--- config.mk ---
export PLATFORM = sky130hd
export DESIGN_NAME = scene_pixel_gen
export DESIGN_NICKNAME = d
export VERILOG_FILES = /design/src/rtl/bricks_pkg.sv /design/src/rtl/scene_hit_test.sv /design/src/rtl/scene_pixel_gen.sv
export SDC_FILE = /design/constraint.sdc
export NUM_CORES = 1
export LEC_CHECK = 0
export ABC_AREA = 1
export ABC_CLOCK_PERIOD_IN_PS = 17100
export CORE_MARGIN = 1.5
export CORE_UTILIZATION = 28
export CTS_CLUSTER_DIAMETER = 120
export DETAILED_ROUTE_END_ITERATION = 10
export GPL_TIMING_DRIVEN = 0
export HOLD_SLACK_MARGIN = 0.08
export PLACE_DENSITY = 0.59
export SETUP_SLACK_MARGIN = 0.05
export SKIP_LAST_GASP = 1
export SLEW_MARGIN = 20
export SYNTH_ARGS = -nofsm -noshare
export SYNTH_HDL_FRONTEND = slang
export SYNTH_SLANG_ARGS = --single-unit
--- constraint.sdc ---
create_clock -name clock -period 17.1 [get_ports clock]
set_clock_uncertainty 0.2 [all_clocks]
set_input_delay 1.71 -clock clock [delete_from_list [all_inputs] [get_ports clock]]
set_output_delay 1.71 -clock clock [all_outputs]
set_load 0.01 [all_outputs]
--- src/rtl/bricks_pkg.sv ---
// ---------------------------------------------------------------------------
// bricks_pkg
// Shared constants and types for the brick-breaker scene pixel generator:
// screen size, brick geometry, paddle height, wall thickness and the
// scene-update FSM state type.
// ---------------------------------------------------------------------------
package bricks_pkg;

    localparam int unsigned SCREEN_W       = 640;
    localparam int unsigned SCREEN_H       = 480;

    localparam int unsigned BRICK_W        = 32;
    localparam int unsigned BRICK_H        = 16;
    localparam int unsigned BRICK_COLS     = 20;
    localparam int unsigned BRICK_ROWS     = 8;
    localparam int unsigned BRICK_MAP_BITS = 160;

    localparam int unsigned PADDLE_H       = 8;
    localparam int unsigned BORDER_W       = 8;

    typedef enum logic [1:0] {
        ST_IDLE    = 2'd0,
        ST_PENDING = 2'd1,
        ST_ACK     = 2'd2
    } upd_state_t;

    // Limit the paddle's left edge so the whole paddle stays on screen.
    function automatic logic [9:0] clamp_paddle_x(input logic [9:0] x,
                                                  input logic [9:0] x_max);
        return (x > x_max) ? x_max : x;
    endfunction

endpackage

--- src/rtl/scene_hit_test.sv ---
// ---------------------------------------------------------------------------
// scene_hit_test
// Purely combinational region evaluator: reports which scene objects cover
// pixel (i_x, i_y). Screen-range masking is left to the caller.
//
// Configuration macro: SCENE_BORDER_EN -- when defined, the playfield walls
// (left, right and top, BORDER_W pixels thick) are reported on o_border_hit;
// otherwise o_border_hit is tied low and no wall logic exists.
//
// Ports:
//   i_x, i_y         pixel coordinate under test
//   i_bricks         brick alive map, bit = row*20 + col
//   i_paddle_x       paddle left edge (already clamped)
//   i_ball_x/y       ball top-left corner
//   o_brick_hit      pixel lies on a live brick (mortar gap excluded)
//   o_paddle_hit     pixel lies on the paddle
//   o_ball_hit       pixel lies on the ball
//   o_border_hit     pixel lies on a wall (SCENE_BORDER_EN only)
// ---------------------------------------------------------------------------
module scene_hit_test
    import bricks_pkg::*;
#(
    parameter int unsigned BRICK_TOP = 32,
    parameter int unsigned PADDLE_Y  = 448,
    parameter int unsigned PADDLE_W  = 64,
    parameter int unsigned BALL_SIZE = 8
) (
    input  logic [9:0]                i_x,
    input  logic [8:0]                i_y,
    input  logic [BRICK_MAP_BITS-1:0] i_bricks,
    input  logic [9:0]                i_paddle_x,
    input  logic [9:0]                i_ball_x,
    input  logic [8:0]                i_ball_y,
    output logic                      o_brick_hit,
    output logic                      o_paddle_hit,
    output logic                      o_ball_hit,
    output logic                      o_border_hit
);

    localparam logic [10:0] BRICK_Y0  = 11'(BRICK_TOP);
    localparam logic [10:0] BRICK_Y1  = 11'(BRICK_TOP + BRICK_ROWS * BRICK_H);
    localparam logic [10:0] PADDLE_Y0 = 11'(PADDLE_Y);
    localparam logic [10:0] PADDLE_Y1 = 11'(PADDLE_Y + PADDLE_H);
    localparam logic [10:0] PADDLE_WW = 11'(PADDLE_W);
    localparam logic [10:0] BALL_WW   = 11'(BALL_SIZE);

    // All range compares are 11 bits so object right/bottom edges near the
    // screen limit do not wrap back to small coordinates.
    logic [10:0] w_x;
    logic [10:0] w_y;
    logic [6:0]  w_dy;
    logic [2:0]  w_row;
    logic [4:0]  w_col;
    logic [7:0]  w_idx;
    logic        w_alive;
    logic        w_gap;
    logic        w_brick_band;
    logic [10:0] w_pad_x;
    logic [10:0] w_ball_x;
    logic [10:0] w_ball_y;

    assign w_x   = {1'b0, i_x};
    assign w_y   = {2'b0, i_y};
    assign w_dy  = 7'(w_y - BRICK_Y0);
    assign w_row = w_dy[6:4];
    assign w_col = i_x[9:5];
    assign w_idx = ({5'd0, w_row} * 8'(BRICK_COLS)) + {3'd0, w_col};

    // Columns 20..31 only occur off-screen; keep the index inside the map.
    assign w_alive      = (w_idx < 8'(BRICK_MAP_BITS)) ? i_bricks[w_idx] : 1'b0;
    assign w_gap        = (i_x[4:0] == 5'd31) || (w_dy[3:0] == 4'd15);
    assign w_brick_band = (w_y >= BRICK_Y0) && (w_y < BRICK_Y1);
    assign o_brick_hit  = w_brick_band && w_alive && !w_gap;

    assign w_pad_x      = {1'b0, i_paddle_x};
    assign o_paddle_hit = (w_x >= w_pad_x) && (w_x < w_pad_x + PADDLE_WW) &&
                          (w_y >= PADDLE_Y0) && (w_y < PADDLE_Y1);

    assign w_ball_x     = {1'b0, i_ball_x};
    assign w_ball_y     = {2'b0, i_ball_y};
    assign o_ball_hit   = (w_x >= w_ball_x) && (w_x < w_ball_x + BALL_WW) &&
                          (w_y >= w_ball_y) && (w_y < w_ball_y + BALL_WW);

`ifdef SCENE_BORDER_EN
    assign o_border_hit = (w_x < 11'(BORDER_W)) ||
                          (w_x >= 11'(SCREEN_W - BORDER_W)) ||
                          (w_y < 11'(BORDER_W));
`else
    assign o_border_hit = 1'b0;
`endif

endmodule

--- src/rtl/scene_pixel_gen.sv ---
// ---------------------------------------------------------------------------
// scene_pixel_gen
// Brick-breaker scene renderer: a two-stage pipeline that decides whether a
// streamed pixel is lit, using a shadow copy of the scene that is swapped
// only at frame boundaries through an update_req / update_ack handshake.
//
// Configuration macro: SCENE_BORDER_EN -- lights the playfield walls
// (x < 8, x >= 632, y < 8); the default build leaves them dark.
//
// Ports:
//   clock, reset     rising-edge clock, asynchronous active-high reset
//   frame_start      one-cycle pulse before a frame's first active pixel
//   pix_valid        qualifies pix_x / pix_y
//   pix_x, pix_y     pixel coordinate
//   bricks           brick alive map (bit = row*20 + col)
//   paddle_x         paddle left edge
//   ball_x, ball_y   ball top-left corner
//   update_req       level request to adopt the scene inputs
//   update_ack       one-cycle pulse when the scene has been adopted
//   pix_valid_o      qualifies pix_on, two cycles after the input sample
//   pix_on           pixel lit
// ---------------------------------------------------------------------------
module scene_pixel_gen
    import bricks_pkg::*;
#(
    parameter int unsigned BRICK_TOP = 32,
    parameter int unsigned PADDLE_Y  = 448,
    parameter int unsigned PADDLE_W  = 64,
    parameter int unsigned BALL_SIZE = 8
) (
    input  logic                      clock,
    input  logic                      reset,
    input  logic                      frame_start,
    input  logic                      pix_valid,
    input  logic [9:0]                pix_x,
    input  logic [8:0]                pix_y,
    input  logic [BRICK_MAP_BITS-1:0] bricks,
    input  logic [9:0]                paddle_x,
    input  logic [9:0]                ball_x,
    input  logic [8:0]                ball_y,
    input  logic                      update_req,
    output logic                      update_ack,
    output logic                      pix_valid_o,
    output logic                      pix_on
);

    localparam logic [9:0] PADDLE_X_MAX = 10'(SCREEN_W - PADDLE_W);

    upd_state_t r_state;
    upd_state_t w_state_next;
    logic       w_capture;

    logic [BRICK_MAP_BITS-1:0] r_bricks;
    logic [9:0]                r_paddle_x;
    logic [9:0]                r_ball_x;
    logic [8:0]                r_ball_y;

    logic       r_s1_valid;
    logic [9:0] r_s1_x;
    logic [8:0] r_s1_y;
    logic [3:0] r_s1_hits;
    logic [3:0] w_hits;

    // ---------------- scene update FSM ----------------
    always_ff @(posedge clock or posedge reset) begin
        if (reset) begin
            r_state <= ST_IDLE;
        end else begin
            r_state <= w_state_next;
        end
    end

    // A request that meets frame_start in the same cycle skips PENDING.
    always_comb begin
        w_state_next = r_state;
        w_capture    = 1'b0;
        case (r_state)
            ST_IDLE: begin
                if (update_req) begin
                    if (frame_start) begin
                        w_state_next = ST_ACK;
                        w_capture    = 1'b1;
                    end else begin
                        w_state_next = ST_PENDING;
                    end
                end
            end
            ST_PENDING: begin
                if (frame_start) begin
                    w_state_next = ST_ACK;
                    w_capture    = 1'b1;
                end
            end
            ST_ACK:  w_state_next = ST_IDLE;
            default: w_state_next = ST_IDLE;
        endcase
    end

    assign update_ack = (r_state == ST_ACK);

    // ---------------- shadow scene ----------------
    always_ff @(posedge clock or posedge reset) begin
        if (reset) begin
            r_bricks   <= '0;
            r_paddle_x <= '0;
            r_ball_x   <= '0;
            r_ball_y   <= '0;
        end else if (w_capture) begin
            r_bricks   <= bricks;
            r_paddle_x <= clamp_paddle_x(paddle_x, PADDLE_X_MAX);
            r_ball_x   <= ball_x;
            r_ball_y   <= ball_y;
        end
    end

    // ---------------- stage 1: region hits ----------------
    scene_hit_test #(
        .BRICK_TOP (BRICK_TOP),
        .PADDLE_Y  (PADDLE_Y),
        .PADDLE_W  (PADDLE_W),
        .BALL_SIZE (BALL_SIZE)
    ) u_hit (
        .i_x          (pix_x),
        .i_y          (pix_y),
        .i_bricks     (r_bricks),
        .i_paddle_x   (r_paddle_x),
        .i_ball_x     (r_ball_x),
        .i_ball_y     (r_ball_y),
        .o_brick_hit  (w_hits[0]),
        .o_paddle_hit (w_hits[1]),
        .o_ball_hit   (w_hits[2]),
        .o_border_hit (w_hits[3])
    );

    always_ff @(posedge clock or posedge reset) begin
        if (reset) begin
            r_s1_valid <= 1'b0;
            r_s1_x     <= '0;
            r_s1_y     <= '0;
            r_s1_hits  <= '0;
        end else begin
            r_s1_valid <= pix_valid;
            r_s1_x     <= pix_x;
            r_s1_y     <= pix_y;
            r_s1_hits  <= w_hits;
        end
    end

    // ---------------- stage 2: combine and mask off-screen ----------------
    always_ff @(posedge clock or posedge reset) begin
        if (reset) begin
            pix_valid_o <= 1'b0;
            pix_on      <= 1'b0;
        end else begin
            pix_valid_o <= r_s1_valid;
            pix_on      <= r_s1_valid && (|r_s1_hits) &&
                           (r_s1_x < 10'(SCREEN_W)) && (r_s1_y < 9'(SCREEN_H));
        end
    end

endmodule

==> metrics.yaml <==
hold_buffers: 0
clock-root-buffer: "clkbuf_16"
regArea_um2: 5100
io_pins: 216
path_max_fanout: 9
drv_cap: 0
rsz0062_at_grt: "false"
seq_area_frac_synth: 0.469
first_iter_violations: 635
yosysWarnings: 0
utilization: 0.380
ir_drop_mv: 0.0703
grt_pass1_wl_um: 59100
total_power_w: 0.00153
io_buffers: 215
dpl.hpwl_um: 28200
slew_headroom: 0.398
critPathKind: "input port to register"
diodes: 0
max_stage_delay_ps: 780
final_layout_size_suffix_gt1_frac: 0.0554
synth_nets: 1706
tns_ps: 0
final.min_clock_period_ps: 4980
core_area_um2: 38500
synth_area_leaders: "dfrtp_1 (47%), nand2_1 (24%), nand3_1 (8.0%)"
critical_path.cell_chain: "clkdlybuf4s50_1, inv_1, ha_1, inv_1, ha_1, ha_1, xnor2_1, inv_1, nand3_1, nand3_1, nand3_1, nand3_1, nand2_1, inv_1"
dpl_worst_slack_ps: 11630
cts_tree: "yes"
fin_nets: 1950
dr_total_vias: 10300
wl_per_cell_um: 17.3
viasPerCell: 4.65
setup_violations: 0
netlist.area_leader.share: 0.469
timing.final.crit_share: 0.291
cp.arrival_ps: 5210
synthCells: 1434
leakagePower_nw: 7.13
cts_buffers: 25
drt-total-wl_um: 38200
pwr_density_cell_nw_per_um2: 105
yosys.cell_types.count: 39
yosys.area.top_type: "dfrtp_1"
htreeDepth: 1
worstPathRequired_ps: 17330
die-area_um2: 40100
ant_nets: 0
setup_ws_ps: 12120
start_kind: "input port"
synthArstFlopShare: 1.00
syn_area_um2: 10900
rows: 72
final_cells: 2214
groute.usage.overall: 0.190
synth_edf_count: 0
antenna_found_initial: 1
max_freq_mhz: 201
post_cts_buffers: 0
overflow: 0
slew_violations: 0
status: "complete, no violations"
num-fill-cells: 4062
drc: 0
grt_pass1_vias: 10400
clk_latency_ps: 550
synth_seq_cells: 204
cts_resized: 0
dpl.cell_count: 2169
drtPass1Iterations: 5
cp_slowest_cell: "clkdlybuf4s50_1"
clkTransAtPathRegs_ps: 60
cts_buffer_depth: 3
finalHoldViolCount: 0
clock_sinks: 204
grt_max_degree: 100
worstMarginPinSlew_ps: 902
globalplace.congestion: 0.829
initial_core_util: 0.283
synth-main-ff-cell: "dfrtp_1"
area_growth_pct: 34.1
syn-mean-instance-area_um2: 7.59
hold_class: "register to register"
die_y_um: 200
critPathCaptureType: "register"
die_x_um: 200
multiInputGateArea_um2: 5130
[power breakdown]
| group | switching [W] | total, W | internal, W |
|---|---|---|---|
| combinational | 0.000211 | 0.000368 | 0.000157 |
| sequential | 0.0000480 | 0.000615 | 0.000567 |
| clock | 0.000226 | 0.000551 | 0.000325 |
| total | 0.000486 | 0.00153 | 0.00105 |
[cells in the final DEF (no fill, tap or decap), types with 4 or more instances in the layout]
master / netlist / final
inv_1: 64 / 63
o21ai_0: 40 / 40
clkbuf_1: 29 / 31
dfrtp_1: 204 / 204
nand2_1: 706 / 706
nor3_1: 4 / 4
clkinv_2: 0 / 6
a21oi_1: 26 / 26
clkbuf_16: 0 / 25
xnor2_1: 5 / 5
buf_2: 21 / 21
buf_6: 7 / 7
nand3_1: 173 / 173
buf_4: 13 / 13
nand4_1: 8 / 8
ha_1: 58 / 58
clkdlybuf4s50_1: 0 / 215
inv_2: 4 / 4
nor2_1: 30 / 30
xor2_1: 9 / 9
[worst max-delay path, delay by kind of cell]
kind / cells / cell delay (ps)
XOR/XNOR: 1 / 680
adder cells (fa/ha/maj): 3 / 860
AND/OR/NAND/NOR: 5 / 580
buffers and inverters: 5 / 1390
[metal layers]
layer,routed length (um),global-route usage,up-vias,share of wire
met4,1070,0.0528,2,0.028
met3,1930,0.0252,55,0.051
met5,13,0,-,0.00034
li1,-,-,5076,-
met2,17200,0.305,319,0.45
met1,18000,0.268,4853,0.47
[cell usage after synthesis (all sizes together), types with 5 or more instances]
| cell | count |
|---|---|
| nand2 | 706 |
| dfrtp | 204 |
| nand3 | 174 |
| inv | 68 |
| ha | 58 |
| buf | 42 |
| o21ai | 41 |
| nor2 | 30 |
| clkbuf | 29 |
| a21oi | 26 |
| xor2 | 9 |
| nand4 | 8 |
| nor3 | 6 |
| xnor2 | 5 |
[logic make-up after synthesis]
group,Yosys count,synth area share
buf+inv,140,0.0600
xor+xnor,14,0.0113
compound gates,83,0.0421
simple gates,934,0.349
fa+ha+maj,59,0.0685
flops,204,0.469
[metrics by stage]
| stage | cell area [um2] | hold slack (ps) |
|---|---|---|
| after floorplan | 10900 | 154 |
| after global placement | 13700 | 166 |
| after detailed placement | 13800 | 167 |
| after CTS | 14600 | 181 |
| after global routing | 14600 | 193 |
| final | 14600 | 178 |
[registers in the layout (all words and copies together) (netlist names)]
| name | flops |
|---|---|
| r_bricks | 160 |
| r_ball_x | 10 |
| r_paddle_x | 10 |
| r_ball_y | 9 |
| r_s1_y | 4 |
| r_s1_hits | 3 |
| r_s1_x | 3 |
| r_state | 2 |
| pix_on | 1 |
| pix_valid_o | 1 |
| r_s1_valid | 1 |
[area by class of cell]
type / count / area share
well taps: 518 / 0.0444
repair buffers: 217 / 0.151
clock buffers: 29 / 0.0452
clock inverters: 16 / 0.0129
multi-input cells: 1090 / 0.351
plain buffers: 71 / 0.0270
flip-flops and latches: 204 / 0.350
inverters: 69 / 0.0183
[final timing paths]
kind                            start            end  slack [ps]  cells past startpoint
setup / recovery             pix_y[5]   r_s1_hits[0]       12120                     14
hold / removal             r_s1_valid    pix_valid_o         180                      0
setup reg to reg           r_state[0]   r_bricks[98]       14730                      7
hold reg to reg            r_s1_valid    pix_valid_o         180                      0
max in group asynchronous       reset  r_bricks[127]       14240                      4
min in group asynchronous       reset    r_ball_x[6]        1330                      2
(Power assumes the default switching activity.)
